File: config.mk
export PLATFORM = sky130hd
export DESIGN_NAME = axi_lite_addr_split
export DESIGN_NICKNAME = d
export VERILOG_FILES = /design/src/rtl/axi_lite_addr_split.sv
export SDC_FILE = /design/constraint.sdc
export NUM_CORES = 1
export LEC_CHECK = 0
export BUFFER_PORTS_ARGS = -buffer_cell sky130_fd_sc_hd__clkbuf_2
export CORE_AREA = 3 3 168 170
export CTS_CLUSTER_DIAMETER = 60
export DETAILED_ROUTE_END_ITERATION = 7
export DIE_AREA = 0 0 171 173
export GPL_TIMING_DRIVEN = 0
export PLACE_DENSITY_LB_ADDON = 0.25
export SETUP_SLACK_MARGIN = 0.05
export SYNTH_ARGS = -nofsm -noshare
export SYNTH_HDL_FRONTEND = slang
export SYNTH_SLANG_ARGS = --single-unit
File: constraint.sdc
create_clock -name s_axi_aclk -period 3.28 [get_ports s_axi_aclk]
set_clock_uncertainty 0.1 [all_clocks]
set_input_delay 0.656 -clock s_axi_aclk [delete_from_list [all_inputs] [get_ports s_axi_aclk]]
set_output_delay 0.656 -clock s_axi_aclk [all_outputs]
set_load 0.05 [all_outputs]
File: src/rtl/axi_lite_addr_split.sv
// AXI4-lite 1-to-2 address splitter: routes each transaction to m0 when the
// masked address matches BASE, otherwise to the default slave on m1.
module axi_lite_addr_split #(
    parameter logic [31:0] BASE = 32'h4000_0000,
    parameter logic [31:0] MASK = 32'hFFFF_0000
) (
    input  logic        s_axi_aclk,
    input  logic        s_axi_aresetn,
    // upstream slave port
    input  logic [31:0] s_axi_awaddr,
    input  logic        s_axi_awvalid,
    output logic        s_axi_awready,
    input  logic [31:0] s_axi_wdata,
    input  logic [3:0]  s_axi_wstrb,
    input  logic        s_axi_wvalid,
    output logic        s_axi_wready,
    output logic [1:0]  s_axi_bresp,
    output logic        s_axi_bvalid,
    input  logic        s_axi_bready,
    input  logic [31:0] s_axi_araddr,
    input  logic        s_axi_arvalid,
    output logic        s_axi_arready,
    output logic [31:0] s_axi_rdata,
    output logic [1:0]  s_axi_rresp,
    output logic        s_axi_rvalid,
    input  logic        s_axi_rready,
    // mapped register slave
    output logic [31:0] m0_axi_awaddr,
    output logic        m0_axi_awvalid,
    input  logic        m0_axi_awready,
    output logic [31:0] m0_axi_wdata,
    output logic [3:0]  m0_axi_wstrb,
    output logic        m0_axi_wvalid,
    input  logic        m0_axi_wready,
    input  logic [1:0]  m0_axi_bresp,
    input  logic        m0_axi_bvalid,
    output logic        m0_axi_bready,
    output logic [31:0] m0_axi_araddr,
    output logic        m0_axi_arvalid,
    input  logic        m0_axi_arready,
    input  logic [31:0] m0_axi_rdata,
    input  logic [1:0]  m0_axi_rresp,
    input  logic        m0_axi_rvalid,
    output logic        m0_axi_rready,
    // default (error) slave
    output logic [31:0] m1_axi_awaddr,
    output logic        m1_axi_awvalid,
    input  logic        m1_axi_awready,
    output logic [31:0] m1_axi_wdata,
    output logic [3:0]  m1_axi_wstrb,
    output logic        m1_axi_wvalid,
    input  logic        m1_axi_wready,
    input  logic [1:0]  m1_axi_bresp,
    input  logic        m1_axi_bvalid,
    output logic        m1_axi_bready,
    output logic [31:0] m1_axi_araddr,
    output logic        m1_axi_arvalid,
    input  logic        m1_axi_arready,
    input  logic [31:0] m1_axi_rdata,
    input  logic [1:0]  m1_axi_rresp,
    input  logic        m1_axi_rvalid,
    output logic        m1_axi_rready
);

    typedef enum logic [2:0] {
        IDLE = 3'd0,
        RD_A = 3'd1,
        RD_D = 3'd2,
        WR_A = 3'd3,
        WR_B = 3'd4
    } state_t;

    state_t      state_q, state_d;
    logic        sel_q, sel_d;
    logic [31:0] addr_q, addr_d;
    logic [31:0] wdata_q, wdata_d;
    logic [3:0]  wstrb_q, wstrb_d;
    logic        aw_done_q, aw_done_d;
    logic        w_done_q, w_done_d;

    // Downstream handshake inputs of the selected port.
    logic sel_arready, sel_rvalid;
    logic sel_awready, sel_wready, sel_bvalid;

    assign sel_arready = sel_q ? m1_axi_arready : m0_axi_arready;
    assign sel_rvalid  = sel_q ? m1_axi_rvalid  : m0_axi_rvalid;
    assign sel_awready = sel_q ? m1_axi_awready : m0_axi_awready;
    assign sel_wready  = sel_q ? m1_axi_wready  : m0_axi_wready;
    assign sel_bvalid  = sel_q ? m1_axi_bvalid  : m0_axi_bvalid;

    // State and transaction context registers.
    always_ff @(posedge s_axi_aclk or negedge s_axi_aresetn) begin
        if (!s_axi_aresetn) begin
            state_q   <= IDLE;
            sel_q     <= 1'b0;
            addr_q    <= '0;
            wdata_q   <= '0;
            wstrb_q   <= '0;
            aw_done_q <= 1'b0;
            w_done_q  <= 1'b0;
        end else begin
            state_q   <= state_d;
            sel_q     <= sel_d;
            addr_q    <= addr_d;
            wdata_q   <= wdata_d;
            wstrb_q   <= wstrb_d;
            aw_done_q <= aw_done_d;
            w_done_q  <= w_done_d;
        end
    end

    // Next state: accept one request in IDLE, then walk it through downstream.
    always_comb begin
        state_d   = state_q;
        sel_d     = sel_q;
        addr_d    = addr_q;
        wdata_d   = wdata_q;
        wstrb_d   = wstrb_q;
        aw_done_d = aw_done_q;
        w_done_d  = w_done_q;
        case (state_q)
            IDLE: begin
                if (s_axi_arvalid) begin
                    addr_d  = s_axi_araddr;
                    sel_d   = ((s_axi_araddr & MASK) != BASE);
                    state_d = RD_A;
                end else if (s_axi_awvalid && s_axi_wvalid) begin
                    addr_d    = s_axi_awaddr;
                    wdata_d   = s_axi_wdata;
                    wstrb_d   = s_axi_wstrb;
                    sel_d     = ((s_axi_awaddr & MASK) != BASE);
                    aw_done_d = 1'b0;
                    w_done_d  = 1'b0;
                    state_d   = WR_A;
                end
            end
            RD_A: begin
                if (sel_arready) state_d = RD_D;
            end
            RD_D: begin
                if (sel_rvalid && s_axi_rready) state_d = IDLE;
            end
            WR_A: begin
                aw_done_d = aw_done_q | sel_awready;
                w_done_d  = w_done_q | sel_wready;
                if (aw_done_d && w_done_d) state_d = WR_B;
            end
            WR_B: begin
                if (sel_bvalid && s_axi_bready) begin
                    aw_done_d = 1'b0;
                    w_done_d  = 1'b0;
                    state_d   = IDLE;
                end
            end
            default: begin
                state_d = IDLE;
            end
        endcase
    end

    // Outputs: readies/valids decoded from state, gated off while in reset.
    always_comb begin
        logic run, idle, rd_a, rd_d, wr_a, wr_b, wr_take;
        run     = s_axi_aresetn;
        idle    = run && (state_q == IDLE);
        rd_a    = run && (state_q == RD_A);
        rd_d    = run && (state_q == RD_D);
        wr_a    = run && (state_q == WR_A);
        wr_b    = run && (state_q == WR_B);
        wr_take = idle && !s_axi_arvalid && s_axi_awvalid && s_axi_wvalid;

        s_axi_arready = idle && s_axi_arvalid;
        s_axi_awready = wr_take;
        s_axi_wready  = wr_take;

        s_axi_rvalid = rd_d && sel_rvalid;
        s_axi_rdata  = sel_q ? m1_axi_rdata : m0_axi_rdata;
        s_axi_rresp  = sel_q ? m1_axi_rresp : m0_axi_rresp;
        s_axi_bvalid = wr_b && sel_bvalid;
        s_axi_bresp  = sel_q ? m1_axi_bresp : m0_axi_bresp;

        m0_axi_araddr  = addr_q;
        m0_axi_awaddr  = addr_q;
        m0_axi_wdata   = wdata_q;
        m0_axi_wstrb   = wstrb_q;
        m0_axi_arvalid = rd_a && !sel_q;
        m0_axi_rready  = rd_d && !sel_q && s_axi_rready;
        m0_axi_awvalid = wr_a && !sel_q && !aw_done_q;
        m0_axi_wvalid  = wr_a && !sel_q && !w_done_q;
        m0_axi_bready  = wr_b && !sel_q && s_axi_bready;

        m1_axi_araddr  = addr_q;
        m1_axi_awaddr  = addr_q;
        m1_axi_wdata   = wdata_q;
        m1_axi_wstrb   = wstrb_q;
        m1_axi_arvalid = rd_a && sel_q;
        m1_axi_rready  = rd_d && sel_q && s_axi_rready;
        m1_axi_awvalid = wr_a && sel_q && !aw_done_q;
        m1_axi_wvalid  = wr_a && sel_q && !w_done_q;
        m1_axi_bready  = wr_b && sel_q && s_axi_bready;
    end

endmodule
* Word-level counts from Yosys, hierarchy flattened *
Cells that the tools add are included.

operators by class
  bitwise logic cells = 3
  mux-type cells = 24
  eq/ne operators = 13
  reduce and logical (&&, ||, !) cells = 42

operators with widths
  operator                count
  $mux W32                3
  $ne A16 B15 Y1 const B  2
  $logic_and A1 B1 Y1     31
  $mux W3                 6
  $pmux W3 S5             1
  $ne A2 B2 Y1 const B    6
  $mux W1                 10
  $eq A3 B2 Y1 const B    2
  $pmux W1 S3             2
  $reduce_and A5 Y1       1
  $logic_not A1 Y1        4
  $mux W2                 2
  $reduce_and A4 Y1       1
  $eq A3 B1 Y1 const B    1
  $eq A3 B3 Y1 const B    1
  $logic_not A3 Y1        1
  $ne A3 B3 Y1 const B    1
  $reduce_and A3 Y1       1
  $reduce_bool A3 Y1      1
  $or A1 B1 Y1            2
  $reduce_and A2 Y1       1
  $reduce_bool A2 Y1      1
  $not A1 Y1              1

word-level totals
  output and inout port bits = 251
  word-level logic and storage cells = 89
  flip-flop bits (word level) = 74

* Depth between registers and ports, before layout *
Gate-level depths: netlist of the first run.

  depth in word-level cells = 5
  mapped depth = 7
  depth with buffers taken out = 4

* Least setup slack after synthesis of the first run *
OpenSTA, ideal clock, no wires.

  path kind = reg-to-output
  from = register state_q[2]
  to = output m0_axi_awvalid
  slack = 0.474 ns
  arrival = 2.050 ns
  cell stages (with the launch flop) = 6
  data required time = 2.524 ns
  cell sequence = dfrtp_1 -> buf_6 -> nand2b_1 -> nor2_1 -> nand2_1 -> nor3_1

between the ends
  word-level cells in the longest chain between the ends = 4

ends and longest elaborated chain
  item                              RTL line  text
  from (decl)                       73        state_t state_q, state_d;
  from (signal assigned)            102       state_q <= state_d;
  $eq A3 B2 Y1                      168       wr_a = run && (state_q == WR_A);
  $logic_and A1 B1 Y1               168
  $logic_and A1 B1 Y1 (2 in a row)  188       m0_axi_awvalid = wr_a && !sel_q && !aw_done_q;
  to (decl)                         29        output logic m0_axi_awvalid,

Every way passes these cells.

* Worst setup path after layout of the first run *
  from = register sel_q
  to = output m1_axi_awvalid

between the ends
  word-level cells in the longest chain between the ends = 2

ends and longest elaborated chain
  item                              RTL line  text
  from (decl)                       74        logic sel_q, sel_d;
  from (signal assigned)            103       sel_q <= sel_d;
  $logic_and A1 B1 Y1 (2 in a row)  198       m1_axi_awvalid = wr_a && sel_q && !aw_done_q;
  to (decl)                         47        output logic m1_axi_awvalid,

Every way passes these cells.

==> metrics.md, run 1 <==
| Metric | Value |
|---|---|
| Placed insts | `1,245` |
| Storage element area | `0.001852 sq mm` |
| # Max-Cap Violations | `0` |
| Multi-input gate area | `0.001929 sq mm` |
| Global-route wire length before repair | `28,640 um` |
| CP endpoint kind | `primary output` |
| Worst setup endpoint | `m1_axi_awvalid` |
| RD Place Congestion | `0.7272` |
| Worst hold margin | `186.2 ps` |
| Register bit count reported by yosys | `74` |
| Buffer depth of the longest clock path | `2` |
| Area contributors post-synth | `dfrtp_1, buf_4, mux2_2` |
| Count of filler cells inserted in the layout | `2,930` |
| Most area-hungry cell type in the Yosys netlist | `dfrtp_1` |
| Share of cells above drive strength 1 | `76.96%` |
| Post-Syn Nets | `653` |
| DRT Wirelength | `19,880 um` |
| RSZ-0062 raised after global routing | `no` |
| Residual DRC | `0` |
| Drt wl/cell | `15.75 um` |
| Hold Path Class | `input port to async pin` |
| Number of global-route vias before repair | `4,941` |
| Post-CTS Hold Fix Bufs | `0` |
| Cell with the most instances after synthesis | `buf_4` |
| Dominant synthesized flop cell | `dfrtp_1` |
| CTS tree | `built` |
| Seq/Total Area, Yosys | `37.27%` |
| Worst r2r path cells | `5` |
| Clk sinks | `74` |
| Largest net degree at the start of global routing | `55` |
| Area Overhead vs Synth | `59.56%` |
| Min cycle time layout | `2954 ps` |
| Reg2reg setup slack | `1270 ps` |
| Post-synth top area share | `37.27%` |
| Fin crit share | `90.05%` |
| CP Class | `flop to primary output` |
| Worst EP required | `2520 ps` |
| Slew margin rel. | `32.83%` |
| Cell Rows | `60` |
| Critical Path Source Type | `flop` |
| Fin. Hold Viols | `0` |
| Post-cts sizing count | `0` |
| Die width | `171 um` |
| Root Driver | `clkbuf_16` |
| H-tree Lvls | `3` |
| Synth warn | `0` |
| Num CTS Buffers | `9` |
| Number of port buffers | `439` |
| Worst-Margin Slew | `1000 ps` |
| Antenna Nets Post-Route | `0` |
| Die area | `0.02958 sq mm` |
| FF-to-FF Start | `state_q[2]` |
| Average size of a mapped cell | `10.71 sq um` |
| Post-route cell area | `0.007928 sq mm` |
| Worst-path clk slew | `70 ps` |
| Post-CTS Setup Bufs | `0` |
| First-pass DRT Iterations | `4` |
| Area post-placement | `0.007622 sq mm` |
| Status | `finished, final reports clean` |
| Critical Path Start | `sel_q` |
| Layout Cells excl Fill | `1,262` |
| Unique masters post-synth | `37` |
| Initial detailed-routing violation count | `117` |
| Initial Utilization | `18.49%` |
| Vias per cell | `3.845` |
| Endpoint of the worst register-to-register path | `m0_axi_araddr[1]` |
| Post-Syn Instances | `464` |
| Cell area after synthesis | `0.004969 sq mm` |
| Die height | `173 um` |
| Clk_lat worst skew | `340 ps` |
| Synth cell count leaders | `buf_4, dfrtp_1, mux2_2` |
| Vias | `4,853` |
| F_max | `338.6 MHz` |
| Final #Nets | `1,104` |
| Final HPWL DP | `16,920 um` |
| Initial antenna violation count | `1` |
| Utilization after layout | `29.50%` |
| CP Data Arrival Time | `2200 ps` |
| Final Slew Violations | `0` |
| Max FO, Critical Path | `10` |
| EDFF count, synth | `0` |
| Total global routing overflow | `0` |
| Post-synth ARST share | `100.0%` |
| GRT Overall Usage | `12.70%` |
| Setup violators final | `0` |
| Ports | `440` |
| Placeable Area | `0.02688 sq mm` |
==> cell usage in the layout, fill, tap and decap left out, drive strengths merged, types with 3 or more instances in the layout <==
cell      count
clkinvlp      4
nor2         45
clkbuf      449
nor3          4
mux2         75
nand4         3
a21oi        35
mux2i        34
nor4          6
inv           6
dfrtp        74
buf         154
and4          4
nand2         7
nor4b         3
==> per-stage QoR <==
stage               setup WS [ps]  setup TNS (ps)
CTS                         216.1               0
global route                113.5               0
floorplan                   474.3               0
finish                      326.2               0
global placement           -966.7           -9835
detailed placement          476.5               0
==> state kept, by name, summed over array words and instances, names as in the netlist <==
name and cells:
m0_axi_araddr 32, m0_axi_wdata 32, m0_axi_wstrb 4, state_q 3, aw_done_q 1, sel_q 1
w_done_q 1
==> final cells by class <==
type | count | share of cell area (%)
Antenna cell | 1 | 0.03157
Buffer | 154 | 14.79
Clock buffer | 9 | 2.841
Clock inverter | 7 | 0.9785
Inverter | 4 | 0.1894
Multi-Input combinational cell | 232 | 24.34
Sequential cell | 74 | 23.36
Tap cell | 341 | 5.382
Timing Repair Buffer | 440 | 28.09
==> cells by family after synthesis <==
| logic type | Yosys count | share of synthesized area, % |
|---|---|---|
| buffers and inverters | 158 | 23.90 |
| multiplexers | 109 | 23.85 |
| AND/OR/NAND/NOR | 80 | 8.135 |
| flip-flops | 74 | 37.27 |
| AO/OA/AOI/OAI | 43 | 6.850 |
==> worst max-delay path, cell delays in order, from the launching register on <==
cell	delay [ps]
dfrtp_1	400
buf_2	280
buf_1	450
nand3_1	170
nor2_1	230
clkbuf_2	330
==> routing by layer <==
layer  global-route usage (%)  share of wire [%]  vias up  routed length (um)
met5                        0                  0        -                   0
met4                    2.750               0.91        0                 180
met3                    3.018                7.7        7                1532
met2                    24.75                 55      242               10850
met1                    13.64                 37     2246                7312
li1                         -                  -     2358                   -
==> worst min-delay path by stage <==
stage | slack, ps | to | cells past startpoint | startpoint
after floorplan | 260 | aw_done_q | 0 | s_axi_aresetn
after global placement | 410 | m0_axi_wdata[30] | 1 | m0_axi_wdata[30]
after detailed placement | 420 | m0_axi_wdata[30] | 1 | m0_axi_wdata[30]
after CTS | 190 | m0_axi_araddr[26] | 1 | s_axi_aresetn
after global routing | 200 | m0_axi_araddr[26] | 1 | s_axi_aresetn
final | 190 | m0_axi_araddr[26] | 1 | s_axi_aresetn
Power of run 1 is left out: the tool's default activity adds up to more than one toggle a clock period on the data nets, which glitch-free logic cannot reach.
==> inputs of run 2 (changes only) <==
--- a/config.mk
+++ b/config.mk
@@ -6,10 +6,10 @@
 export NUM_CORES = 1
 export LEC_CHECK = 0
 export BUFFER_PORTS_ARGS = -buffer_cell sky130_fd_sc_hd__clkbuf_2
-export CORE_AREA = 3 3 168 170
+export CORE_AREA = 3 3 169 171
 export CTS_CLUSTER_DIAMETER = 60
 export DETAILED_ROUTE_END_ITERATION = 7
-export DIE_AREA = 0 0 171 173
+export DIE_AREA = 0 0 172 174
 export GPL_TIMING_DRIVEN = 0
 export PLACE_DENSITY_LB_ADDON = 0.25
 export SETUP_SLACK_MARGIN = 0.05
==> constraint.sdc (replaced) <==
create_clock -name s_axi_aclk -period 2.5 [get_ports s_axi_aclk]
set_clock_uncertainty 0.1 [all_clocks]
set_input_delay 0.5 -clock s_axi_aclk [delete_from_list [all_inputs] [get_ports s_axi_aclk]]
set_output_delay 0.5 -clock s_axi_aclk [all_outputs]
set_load 0.05 [all_outputs]
==> metrics.md, run 2 (synthesized netlist as in run 1, its figures left out) <==
| Metric | Value |
|---|---|
| Critical Path Source Type | `flop` |
| Die width | `172 um (+0.58%)` |
| Total global routing overflow | `0 (unchanged)` |
| DRT Wirelength | `20,810 um (+4.7%)` |
| Max FO, Critical Path | `10 (unchanged)` |
| Area post-placement | `0.007622 sq mm (unchanged)` |
| F_max | `424.1 MHz` |
| Initial antenna violation count | `2 (+1)` |
| Cell Rows | `60 (unchanged)` |
| Fin. Hold Viols | `0 (unchanged)` |
| FF-to-FF Start | `state_q[0]` |
| RD Place Congestion | `0.7755 (+6.6%)` |
| M3 GR Usage | `3.184% (+0.17 points)` |
| Most frequent cells in the layout | `clkbuf_2, buf_4, dfrtp_1` |
| Final HPWL DP | `17,620 um (+4.2%)` |
| Initial detailed-routing violation count | `102 (-13%)` |
| Number of port buffers | `439 (unchanged)` |
| Buf+Inv Stages, Crit Path | `2 (-1)` |
| Crit path top cell by count | `buf_6` |
| Critical path's slowest cell | `or3_4` |
| Routing usage on met1 | `14.07% (+0.42 points)` |
| Share of cells above drive strength 1 | `78.27% (+1.3 points)` |
| Vias | `4,995 (+2.9%)` |
| Area Overhead vs Synth | `65.53%` |
| Largest net degree at the start of global routing | `37 (-33%)` |
| Number of global-route vias before repair | `5,104 (+3.3%)` |
| Worst-Margin Slew | `1022 ps (+21.94 ps)` |
| CP delay by family, top | `simple AND/OR/NAND/NOR gates` |
| Clk_lat worst skew | `340 ps (about the same)` |
| Placed insts | `1,245 (unchanged)` |
| Layout Cells excl Fill | `1,266 (+0.32%)` |
| Min cycle time layout | `2358 ps` |
| Final Slew Violations | `0 (unchanged)` |
| # Max-Cap Violations | `0 (unchanged)` |
| Ports | `440 (unchanged)` |
| Num CTS Buffers | `9 (unchanged)` |
| Post-route cell area | `0.008224 sq mm (+3.7%)` |
| Initial Utilization | `18.38% (-0.10 points)` |
| Clk sinks | `74 (unchanged)` |
| CP endpoint kind | `primary output` |
| ANT cells | `0 (-1)` |
| Reg2reg setup slack | `450 ps (-820 ps)` |
| Die area | `0.02993 sq mm (+1.2%)` |
| Status | `finished, final reports clean` |
| Final #Nets | `1,110 (+0.54%)` |
| Worst EP required | `1900 ps (-620 ps)` |
| Drt wl/cell | `16.44 um (+4.3%)` |
| CP cell instances | `buf_6, nand2b_2, or3_4, nor2_2, buf_6` |
| CTS tree | `built` |
| Setup TNS | `0 ps (unchanged)` |
| Worst-path clk slew | `70 ps (about the same)` |
| GRT met2 Usage | `25.32% (+0.58 points)` |
| CP Class | `flop to primary output` |
| Die height | `174 um (+0.58%)` |
| Global routing's busiest layer | `met2` |
| Crit-path max cell delay | `400 ps (-50 ps)` |
| Residual DRC | `0 (unchanged)` |
| Hold Path Class | `input port to async pin` |
| H-tree Lvls | `3 (unchanged)` |
| Utilization after layout | `30.43% (+0.93 points)` |
| Fin crit share | `94.33%` |
| Worst r2r path cells | `5 (unchanged)` |
| First-pass DRT Iterations | `4 (unchanged)` |
| GRT Overall Usage | `13.17% (+0.48 points)` |
| RSZ-0062 raised after global routing | `yes` |
| Root Driver | `clkbuf_16` |
| Global-route wire length before repair | `29,610 um (+3.4%)` |
| Setup violators final | `0 (unchanged)` |
| Leading cell type in the layout, fill and taps excluded | `clkbuf_2` |
| Slew margin rel. | `31.36% (-1.5 points)` |
| Buffer depth of the longest clock path | `2 (unchanged)` |
| Vias per cell | `3.945 (+2.6%)` |
| CP Data Arrival Time | `1760 ps (-440 ps)` |
| Placeable Area | `0.02703 sq mm (+0.56%)` |
| Antenna Nets Post-Route | `0 (unchanged)` |
| Endpoint of the worst register-to-register path | `m0_axi_araddr[29]` |
==> run 2: repair_timing <==
action,4_1_cts,5_1_grt
buffers inserted,2,1
endpoints found under the setup margin,47,29
resized for setup,36,41
pin swaps,1,1
hold endpoints to repair,36,0
hold buffers,3,0
gates cloned,1,0
==> run 2: metrics by stage <==
stage / hold WS, ps / worst slack [ps]
detailed placement: 406.6 / -337.0
global placement: 401.7 / -1256
finish: 22.59 / 141.8
floorplan: 104.4 / -149.7
CTS: 15.29 / 13.52
global route: 21.84 / 50.03
==> run 2: metal layers <==
metal | vias to the layer above | wire length, um | share of wire [%]
li1 | 2371 | - | -
met1 | 2358 | 7568 | 36
met2 | 242 | 11270 | 54
met3 | 20 | 1680 | 8.1
met4 | 4 | 268 | 1.3
met5 | - | 26 | 0.12
==> run 2: cell type report <==
type                       instances  area (sq um)
sequential                        74          1854
clock inverter                     6         115.1
tap                              341         426.7
fill                            2894         18800
multi-input combinational        232          1974
inverter                           4         15.01
buffer                           153          1195
timing repair buffer             447          2419
clock buffer                       9         225.2
==> run 2: worst max path at each step <==
stage / slack [ps] / cells past startpoint / endpoint / startpoint
finish: 140 / 5 / m1_axi_rready / state_q[2]
global route: 50 / 6 / m1_axi_awvalid / state_q[2]
CTS: 10 / 6 / m1_axi_awvalid / state_q[2]
detailed placement: -340 / 6 / m1_axi_rready / s_axi_aresetn
global placement: -1260 / 5 / m1_axi_rready / s_axi_aresetn
floorplan: -150 / 5 / m0_axi_awvalid / state_q[2]
Power of run 2 is left out for the same reason.
